$ cat config.mk
export PLATFORM = sky130hd
export DESIGN_NAME = leg_fetch_sequencer
export DESIGN_NICKNAME = d
export VERILOG_FILES = /design/src/rtl/leg_pkg.sv /design/src/rtl/leg_imm_decode.sv /design/src/rtl/leg_fetch_sequencer.sv
export SDC_FILE = /design/constraint.sdc
export NUM_CORES = 1
export LEC_CHECK = 0
export ABC_AREA = 0
export CORE_MARGIN = 4
export CORE_UTILIZATION = 46
export CTS_CLUSTER_SIZE = 14
export DETAILED_ROUTE_END_ITERATION = 10
export PLACE_DENSITY = 0.81
export SYNTH_ARGS = -nofsm -noshare
export SYNTH_HDL_FRONTEND = slang
export SYNTH_SLANG_ARGS = --single-unit
$ cat constraint.sdc
create_clock -name clk -period 3.4 [get_ports clk]
set_input_delay 0.34 -clock clk [delete_from_list [all_inputs] [get_ports clk]]
set_output_delay 0.34 -clock clk [all_outputs]
set_load 0.05 [all_outputs]
$ cat src/rtl/leg_pkg.sv
// Shared types and constants for the LEG fetch/issue path and its opcode decoders.
package leg_pkg;

    typedef enum logic [2:0] {
        ST_IDLE  = 3'd0,
        ST_F0    = 3'd1,
        ST_F1    = 3'd2,
        ST_F2    = 3'd3,
        ST_F3    = 3'd4,
        ST_CAPT  = 3'd5,
        ST_ISSUE = 3'd6,
        ST_HALT  = 3'd7
    } leg_fetch_state_t;

    // Byte positions inside one 4-byte LEG instruction
    localparam int LEG_B_OP  = 0;
    localparam int LEG_B_A1  = 1;
    localparam int LEG_B_A2  = 2;
    localparam int LEG_B_DST = 3;

    localparam int LEG_INSTR_BYTES = 4;

    // Operand-source flags live in the top two opcode bits
    localparam int IMM_A_BIT = 7;
    localparam int IMM_B_BIT = 6;

    localparam logic [5:0] LEG_HALT_CODE = 6'h3F;

    // Byte offset from pc that a fetch state reads; zero for non-fetch states
    function automatic logic [1:0] fetch_offset(input leg_fetch_state_t s);
        logic [1:0] off;
        off = 2'd0;
        case (s)
            ST_F0:   off = 2'(LEG_B_OP);
            ST_F1:   off = 2'(LEG_B_A1);
            ST_F2:   off = 2'(LEG_B_A2);
            ST_F3:   off = 2'(LEG_B_DST);
            default: off = 2'd0;
        endcase
        return off;
    endfunction

    function automatic logic is_fetch_state(input leg_fetch_state_t s);
        return (s == ST_F0) || (s == ST_F1) || (s == ST_F2) || (s == ST_F3);
    endfunction

endpackage

$ cat src/rtl/leg_imm_decode.sv
// Opcode flag decode shared by the fetch sequencer and the execute-side decoder.
module leg_imm_decode
    import leg_pkg::*;
(
    input  logic [7:0] op_code,
    output logic       imm_a,
    output logic       imm_b,
    output logic       is_halt
);

    // Pure wiring of the operand-source flags plus HALT match on the low six bits
    always_comb begin
        imm_a   = op_code[IMM_A_BIT];
        imm_b   = op_code[IMM_B_BIT];
        is_halt = (op_code[5:0] == LEG_HALT_CODE);
    end

endmodule

$ cat src/rtl/leg_fetch_sequencer.sv
// Multi-cycle fetch/issue controller: reads four program bytes, holds the
// instruction under a valid/ready handshake and owns the PC.
//
// state    | meaning
// ---------+--------------------------------------------------------------
// IDLE     | waiting for run, no program reads
// F0..F3   | read byte k at pc+k; in Fk (k>=1) capture byte k-1
// CAPT     | capture the last (dest) byte, no read
// ISSUE    | exec_valid high, fields frozen until exec_ready
// HALT     | HALT retired; no reads, pc frozen, exit only through rst
module leg_fetch_sequencer
    import leg_pkg::*;
#(
    parameter int PC_WIDTH   = 8,
    parameter int DATA_WIDTH = 8
) (
    input  logic                  clk,
    input  logic                  rst,
    input  logic                  run,
    output logic                  prog_rd_en,
    output logic [PC_WIDTH-1:0]   prog_addr,
    input  logic [DATA_WIDTH-1:0] prog_data,
    output logic [7:0]            op_code,
    output logic [DATA_WIDTH-1:0] arg1,
    output logic [DATA_WIDTH-1:0] arg2,
    output logic [DATA_WIDTH-1:0] dest,
    output logic                  imm_a,
    output logic                  imm_b,
    output logic                  exec_valid,
    input  logic                  exec_ready,
    input  logic                  branch_taken,
    input  logic [PC_WIDTH-1:0]   branch_target,
    output logic [PC_WIDTH-1:0]   pc,
    output logic                  halted
);

    leg_fetch_state_t      state_q;
    leg_fetch_state_t      state_d;
    logic [PC_WIDTH-1:0]   pc_d;
    logic                  rd_en_d;
    logic [PC_WIDTH-1:0]   addr_d;
    logic                  is_halt;
    logic                  xfer;

    leg_imm_decode u_imm_decode (
        .op_code (op_code),
        .imm_a   (imm_a),
        .imm_b   (imm_b),
        .is_halt (is_halt)
    );

    // exec_valid mirrors ISSUE, so the handshake never depends combinationally on exec_ready
    assign xfer = (state_q == ST_ISSUE) && exec_ready;

    // Next state, next pc, and the read strobe/address the next state will present
    always_comb begin
        state_d = state_q;
        pc_d    = pc;
        case (state_q)
            ST_IDLE:  if (run) state_d = ST_F0;
            ST_F0:    state_d = ST_F1;
            ST_F1:    state_d = ST_F2;
            ST_F2:    state_d = ST_F3;
            ST_F3:    state_d = ST_CAPT;
            ST_CAPT:  state_d = ST_ISSUE;
            ST_ISSUE: begin
                if (xfer) begin
                    if (is_halt) begin
                        state_d = ST_HALT;
                    end else begin
                        state_d = ST_F0;
                        pc_d    = branch_taken ? branch_target
                                               : pc + PC_WIDTH'(LEG_INSTR_BYTES);
                    end
                end
            end
            ST_HALT:  state_d = ST_HALT;
            default:  state_d = ST_IDLE;
        endcase
        rd_en_d = is_fetch_state(state_d);
        addr_d  = rd_en_d ? pc_d + PC_WIDTH'(fetch_offset(state_d)) : prog_addr;
    end

    // State, pc, registered outputs and instruction field capture
    always_ff @(posedge clk) begin
        if (rst) begin
            state_q    <= ST_IDLE;
            pc         <= '0;
            prog_rd_en <= 1'b0;
            prog_addr  <= '0;
            op_code    <= '0;
            arg1       <= '0;
            arg2       <= '0;
            dest       <= '0;
            exec_valid <= 1'b0;
            halted     <= 1'b0;
        end else begin
            state_q    <= state_d;
            pc         <= pc_d;
            prog_rd_en <= rd_en_d;
            prog_addr  <= addr_d;
            exec_valid <= (state_d == ST_ISSUE);
            if (xfer && is_halt) halted <= 1'b1;
            // Read data trails the strobe by one cycle, so each state captures the previous byte
            case (state_q)
                ST_F1:   op_code <= prog_data[7:0];
                ST_F2:   arg1    <= prog_data;
                ST_F3:   arg2    <= prog_data;
                ST_CAPT: dest    <= prog_data;
                default: ;
            endcase
        end
    end

endmodule

* Word level (Yosys, flattened, before mapping)
Cells that the tools add are included.
** Cells by class
- Add/sub/neg operators :: 2
- Multipliers :: 0
- Divide/modulo/power cells :: 0
- Order comparisons :: 0
- Eq/ne operators :: 13
- Shifts and indexed selects :: 0
- Multiplexer cells :: 9
- Bitwise logic cells :: 0
- Reduce and logical (&&, ||, !) cells :: 6
** Operators with widths (count)
- 8-bit two-way mux :: 4
- 3-bit one-hot mux with 8 select lines :: 1
- 3-bit == test (second input constant) :: 6
- 3-bit by 2-bit == test with 1-bit output (second input constant) :: 4
- 3-bit two-way mux :: 3
- 8-bit by 2-bit adder with 8-bit output :: 1
- 8-bit by 3-bit adder with 8-bit output (second input constant) :: 1
- 3-bit by 1-bit == test with 1-bit output (second input constant) :: 2
- 6-bit == test (second input constant) :: 1
- 2-bit one-hot mux with 3 select lines :: 1
- 3-bit zero test :: 1
- 1-bit logical OR :: 3
- 1-bit logical AND :: 2
** Storage, ports and cells
- Flip-flop bits (word level) :: 54
- Bits in latches :: 0
- Memory bits (writable) :: 0
- ROM bits :: 0
- Bits of input ports :: 21
- Output and inout port bits :: 53
- Memories :: 0

* Logic depth before layout (Yosys ltp)
- Word-level depth :: 8
- Gate-level depth with buffers :: 13
- Gate-level depth less buffers :: 11

* By module
A second synthesis with hierarchy kept.
** Unflattened totals
- Cells, all modules :: 267
- Area total of the unflattened synthesis :: 2441.1 µm²
** Modules (own cells, without submodules)
- leg_fetch_sequencer :: instances 1, cells an instance 262, area each 2412.3 µm², sequential area each 1081.0 µm²
- leg_imm_decode :: instances 1, cells an instance 5, area each 28.8 µm², sequential area each 0.0 µm²

* Worst setup path after synthesis
No wires, ideal clock.
- Path type :: register -> register
- Start :: register op_code[3]
- End :: register prog_addr[6]
- Library setup time :: 0.086 ns
- Arrival time :: 2.772 ns
- Required time :: 3.314 ns
- Slack :: 0.543 ns
- Stages on the path, launching flop included :: 12
- Buffers on the path :: 0
- Clock period less this slack :: 2.857 ns
- Path through :: dfxtp_1 > nand4_1 > o211ai_1 > mux2_2 > ha_1 > inv_1 > fa_1 > inv_1 > o221ai_1 > nor4b_2 > xnor2_1 > a211oi_1
** On the way
- Elaborated cells between the ends (all ways) :: 16
** RTL lines
- start, declared :: RTL line leg_fetch_sequencer.sv:23 : output logic [7:0] op_code,
- start signal, assigned :: RTL line leg_fetch_sequencer.sv:106 : ST_F1: op_code <= prog_data[7:0];
- 6-bit == test :: RTL line leg_imm_decode.sv:15 : is_halt = (op_code[5:0] == LEG_HALT_CODE);
- 8-bit two-way mux :: RTL line leg_fetch_sequencer.sv:68 : if (is_halt) begin
- 8-bit two-way mux :: RTL line leg_fetch_sequencer.sv:67 : if (xfer) begin
- 8-bit two-way mux :: RTL line leg_fetch_sequencer.sv:59 : case (state_q)
- via pc_d[0] :: RTL line leg_fetch_sequencer.sv:39 : logic [PC_WIDTH-1:0] pc_d;
- 8-bit by 2-bit adder with 8-bit output :: RTL line leg_fetch_sequencer.sv:81 : addr_d = rd_en_d ? pc_d + PC_WIDTH'(fetch_offset(state_d)) : prog_addr;
- end signal, assigned :: RTL line leg_fetch_sequencer.sv:101 : prog_addr <= addr_d;
- end, declared :: RTL line leg_fetch_sequencer.sv:21 : output logic [PC_WIDTH-1:0] prog_addr,
The timed path passes the listed nets, and every way through them passes these cells.
A chain may end at the register's enable or synchronous reset.

* Final worst setup path
- Start :: register state_q[2]
- End :: register prog_addr[6]
** On the way
- Elaborated cells between the ends (all ways) :: 23
** RTL lines
- start, declared :: RTL line leg_fetch_sequencer.sv:37 : leg_fetch_state_t state_q;
- start signal, assigned :: RTL line leg_fetch_sequencer.sv:98 : state_q <= state_d;
- 3-bit == test * :: RTL line leg_fetch_sequencer.sv:53, leg_fetch_sequencer.sv:59
- 1-bit logical AND :: RTL line leg_fetch_sequencer.sv:53 : assign xfer = (state_q == ST_ISSUE) && exec_ready;
- 8-bit two-way mux :: RTL line leg_fetch_sequencer.sv:67
- 8-bit two-way mux * :: RTL line leg_fetch_sequencer.sv:59
- via pc_d[0] :: RTL line leg_fetch_sequencer.sv:39
- 8-bit by 2-bit adder with 8-bit output * :: RTL line leg_fetch_sequencer.sv:81
The timed path passes the listed nets; every way through them passes the cells marked *.

==> results_dict.tcl <==
set metrics [dict create \
    wl_um 6150 \
    worstMarginPinSlew_ns 0.963 \
    period_needed_ns 2.73 \
    port-buffer-count 73 \
    synthCells 265 \
    synth_edf_count 0 \
    syn-num-nets 290 \
    clkTransAtPathRegs_ns 0.10 \
    layout-drive-gt1-share 0.0806 \
    ctsResizeCount 0 \
    vias 2139 \
    cts_hold_buf 0 \
    synth_ff_type "dfxtp_1" \
    overflow 0 \
    slowest_delay_ns 0.51 \
    finalSetupTns_ns 0 \
    ioPinCount 74 \
    yosysWarnings 0 \
    synth_xor_area_frac 0.0182 \
    path_cells "and4b_1 -> o211ai_1 -> mux2_2 -> ha_1 -> inv_1 -> fa_1 -> inv_1 -> o221ai_1 -> nor4b_2 -> xnor2_1 -> a211oi_1" \
    slew_violations 0 \
    fin_crit_sh 0.803 \
    synth_top_family_by_area "simple AND/OR/NAND/NOR gates" \
    grt_pass1_wl_um 10200 \
    rsz0062_at_grt "no" \
    worstPathRequired_ns 3.62 \
    syn_area_sq_um 2400 \
    final_cell_mix "clkdlybuf4s50_1, dfxtp_1, nor2_1" \
    synth_compound_area_frac 0.169 \
    yosysSeqAreaShare 0.450 \
    synthDistinctLibCells 51 \
    dr.pass1.iters 4 \
    antenna_found_initial 0 \
    rows 26 \
    cp_slowest_cell "dfxtp_1" \
    die_h_um 80.2 \
    gp_congestion 0.969 \
    yosys.area_share.adder 0.0240 \
    drt_iter0_drc 152 \
    cp-end-kind "flip-flop" \
    critPathArrivalTime_ns 2.95 \
    area_growth_pct 36.4 \
    insertion_delay_ns 0.31 \
    coreArea_sq_um 5070 \
    cts_tree "done" \
    dieArea_sq_um 6440 \
    via_per_inst 5.28 \
    finalSetupViolCount 0 \
    grt_max_degree 55 \
    clockBufferDepth 2 \
    diodes 0 \
    root_buffer "clkbuf_8" \
    grt_pass1_vias 2147 \
    track_usage 0.201 \
    place_hpwl_um 4550 \
    finalClockSkew_ns 0.00513 \
    cp_max_fo 12 \
    syn-mean-instance-area_sq_um 9.06 \
    ys_ff_latch 54 \
    final_common_cell "clkdlybuf4s50_1" \
    final_net_count 359 \
    synth_area_leaders "dfxtp_1, mux2i_1, nor2_1" \
    crit_type "flip-flop to flip-flop" \
    final_hold_viol_count 0 \
    ant_nets 0 \
    pwr_density_cell_nw_per_um2 396 \
    synth_mux_area_frac 0.0923 \
    clkSinkCount 54 \
    wl_per_cell_um 15.2 \
    cp-start-kind "flip-flop" \
    hp-class "flip-flop to flip-flop" \
    post-cts-setup-buffer-count 0 \
    fmax_mhz 366 \
    die_w_um 80.2 \
    power_mw 1.30 \
    initial_core_util 0.473 \
    ir_drop_v 0.000244 \
    yosys.area.top_type "dfxtp_1" \
    synthSimpleGateAreaFrac 0.195 \
    path_common_cell "inv_1" \
    yosys.area.top_type_share 0.450 \
    async_flop_share 0 \
    outcome "finished clean" \
    slew_headroom 0.358 \
    leakage_nw 1.22 \
    post-route-drc-count 0 \
    numCtsBuffers 5 \
    maxCapViolations 0 \
    h-tree-depth 2 \
]
## cell families (layout without fill, tap and decap cells)
group,count (synthesis),count (layout)
xor+xnor,5,5
simple gates,96,96
flops,54,54
compound gates,57,57
fa+ha+maj,4,4
mux,22,22
buf+inv,27,97
## cells in the mapped netlist, types with 2 or more instances
cell type   n
xor2_1      2
o221ai_1    3
mux2i_1    21
ha_1        3
nor3_1      4
nand2_1    22
o211ai_1    2
nand4_1     2
xnor2_1     3
nand2b_1    2
nor2b_1     4
inv_1       9
o21ai_0    11
buf_4       3
and3_1      2
nor3b_1     2
nand3_1    12
clkbuf_1   11
a21oi_1    21
a211oi_1    5
nor2_1     38
dfxtp_1    54
## worst paths after layout
check                   from           end  slack [ns]  depth (start not counted)
hold reg to reg      arg1[1]       arg1[1]        0.46                          2
setup reg to reg  state_q[2]  prog_addr[6]        0.67                         11
hold / removal       arg1[1]       arg1[1]        0.46                          2
setup / recovery  state_q[2]  prog_addr[6]        0.67                         11
## metrics by stage
stage | setup WS [ns] | hold slack (ns) | std cells | utilization | area [sq um]
after global routing | 0.416 | 0.489 | 405 | 0.645 | 3270
after detailed placement | 0.361 | 0.450 | 397 | 0.625 | 3170
after floorplan | 0.543 | 0.476 | 265 | - | 2400
after global placement | 0.452 | 0.446 | 397 | 0.625 | 3170
final | 0.671 | 0.458 | 405 | 0.645 | 3270
after CTS | 0.652 | 0.464 | 405 | 0.645 | 3270
## critical path, delay by kind of cell (launching register included)
family                   cells  cell delay (ns)
multiplexers                 1             0.25
flip-flops                   1             0.51
AND/OR/NAND/NOR              2             0.60
adder cells (fa/ha/maj)      2             0.58
AO/OA/AOI/OAI                3             0.48
buffers and inverters        2             0.13
XOR/XNOR                     1             0.10
## power breakdown
group | switching [mW] | internal, mW | total (mW)
combinational | 0.157 | 0.0882 | 0.245
sequential | 0.0153 | 0.655 | 0.670
clock | 0.214 | 0.168 | 0.382
total | 0.386 | 0.911 | 1.30
## metal layers
layer  track usage  routed length, um  up-vias
met5             0                  0        -
met4        0.0541                 64        0
met3        0.0717                549        7
met2         0.347               3000       75
met1         0.236               2530      999
li1              -                  -     1058
## sequential cells by signal, indices dropped and copies added (netlist names)
| signal | cells |
|---|---|
| arg1 | 8 |
| arg2 | 8 |
| dest | 8 |
| op_code | 8 |
| pc | 8 |
| prog_addr | 8 |
| state_q | 3 |
| exec_valid | 1 |
| halted | 1 |
| prog_rd_en | 1 |
## area by class of cell
type                    instances  area, sq um
fillers                       452         1800
flip-flops and latches         54         1080
clock buffers                   6         82.6
clock inverters                 2         16.3
multi-input cells             184         1200
repair buffers                 79          771
inverters                      10         37.5
well taps                      70         87.6
Note: power is estimated with default switching activity, not from simulation.
==> RTL edit, RTL diff (config.mk and constraints unchanged) <==
The 8 states of `leg_fetch_state_t` get a one-hot encoding in 8 bits.
--- a/src/rtl/leg_pkg.sv
+++ b/src/rtl/leg_pkg.sv
@@ -2,13 +2,13 @@
 package leg_pkg;
 
-    typedef enum logic [2:0] {
-        ST_IDLE  = 3'd0,
-        ST_F0    = 3'd1,
-        ST_F1    = 3'd2,
-        ST_F2    = 3'd3,
-        ST_F3    = 3'd4,
-        ST_CAPT  = 3'd5,
-        ST_ISSUE = 3'd6,
-        ST_HALT  = 3'd7
+    typedef enum logic [7:0] {
+        ST_IDLE  = 8'b00000001,
+        ST_F0    = 8'b00000010,
+        ST_F1    = 8'b00000100,
+        ST_F2    = 8'b00001000,
+        ST_F3    = 8'b00010000,
+        ST_CAPT  = 8'b00100000,
+        ST_ISSUE = 8'b01000000,
+        ST_HALT  = 8'b10000000
     } leg_fetch_state_t;
 
Formal check against the unedited RTL: same outputs for any inputs over 10 cycles, from zero or initial values and one cycle with rst high; not proved beyond that.
==> RTL edit against the original RTL <==
- synthesized area increased by 16%
- final cell count increased by 7.2%
- total power increased by 20%
- largest power group unchanged
- wire length increased by 7.8%
- worst setup slack got worse by 0.37 ns
- first-iteration DRC count increased by 8.6%
- utilization decreased by 1.3 points
- design area increased by 14%
- sequential cell count increased by 5
- sequential power increased by 6.1%
- critical endpoint is now prog_addr[7]
- synthesized cell count increased by 8.7%
==> RTL edit: results (changes against the original RTL) <==
cell count after placement=419 (+5.5%); clock-cell share of area=5.78% (+2.8 points); clk_lat worst skew=0.33 ns (+0.02 ns); global placement routability congestion=0.896 (-7.5%); Multi-In Gates=204 (+11%); Fill cells=497 (+10%); Plain + repair buffers=78 (-1.3%); Synth Area in Compound Gates=10.7% (-6.2 points); Post-Place Cell Area=0.00350 sq mm (+10%); Non-clk invs=3 (-7); M1 WL=2.90 mm (+15%); synth top area cells=dfxtp_1, mux2i_1, nor2_1, a211oi_2, xor2_1; multiplexer share of the synthesized area=15.3% (+6.0 points); slowest CP cell=or3_4; H-tree levels=3 (+1); Critical Path Max Stage Delay=0.43 ns (-0.08 ns); worst vdd rail ir drop=0.349 mV (+43%); multi-input combinational area share=39.2% (+2.6 points); Sw Share=23.5% (-6.2 points); met2 wire length=3.12 mm (+3.9%); skew final=0.00747 ns (+0.00235 ns); P_leak=0.00145 uW (+19%); Power, Total=1560 uW (+20%); Post-Route Utilization=63.2% (-1.3 points); HPWL Detailed=4.80 mm (+5.5%); Hold WS=0.496 ns (+0.0380 ns); metal3 WL=497 microns (-9.5%); syn_nets=313 (+7.9%); CP arrival=3.33 ns (+0.38 ns); #FFs+latches synth=59 (+9.3%); met1 Usage GRT=23.7% (+0.095 points); Yosys cell types=50 (-2.0%); top cells by count, synth=dfxtp_1, nor2_1, mux2i_1; Clock transition at path regs=0.06 ns (-0.04 ns); Worst R2R Setup Slack=0.30 ns (-0.37 ns); DRT iter0 DRCs=165 (+8.6%); drt via density=5.31 (+0.56%); status=completed; fraction of area in non-clock buffers=20.5% (-3.0 points); sequential-to-total area share from yosys stat=42.5% (-2.5 points); total wire length=6.63 mm (+7.8%); share of layout cells above drive strength 1=11.4% (+3.4 points); final-layout clock buffer total=10 (+4); Worst Tran Pin Value=1.09 ns (+0.125 ns); Reg power frac=45.5% (-6.2 points); worst-path fanout max=7 (-5)
==> RTL edit: cell count changes after synthesis, sizes merged, moves of 4 or more <==
cell | before | now
nor2 | 38 | 56
a21oi | 21 | 7
buf | 6 | 13
mux2i | 21 | 39
nand2 | 22 | 11
nor3 | 5 | 10
xor2 | 2 | 7
a31oi | 0 | 4
inv | 10 | 3
o21ai | 11 | 7
dfxtp | 54 | 59
nand3 | 12 | 4
==> RTL edit: worst reg2reg max path: cells and delay by family, from the launching register on <==
kind	cells	cell delay, ns
AND/OR/NAND/NOR	6	1.50
flip-flops	1	0.36
multiplexers	1	0.25
adder cells (fa/ha/maj)	1	0.23
XOR/XNOR	1	0.17
AO/OA/AOI/OAI	2	0.50
==> RTL edit: path summary, 6_finish.rpt <==
| check | from | to | depth (start not counted) |
|---|---|---|---|
| max | state_q[7] | prog_addr[7] | 11 |
| min | prog_addr[1] | prog_addr[1] | 2 |
| max reg2reg | state_q[7] | prog_addr[7] | 11 |
| min reg2reg | prog_addr[1] | prog_addr[1] | 2 |
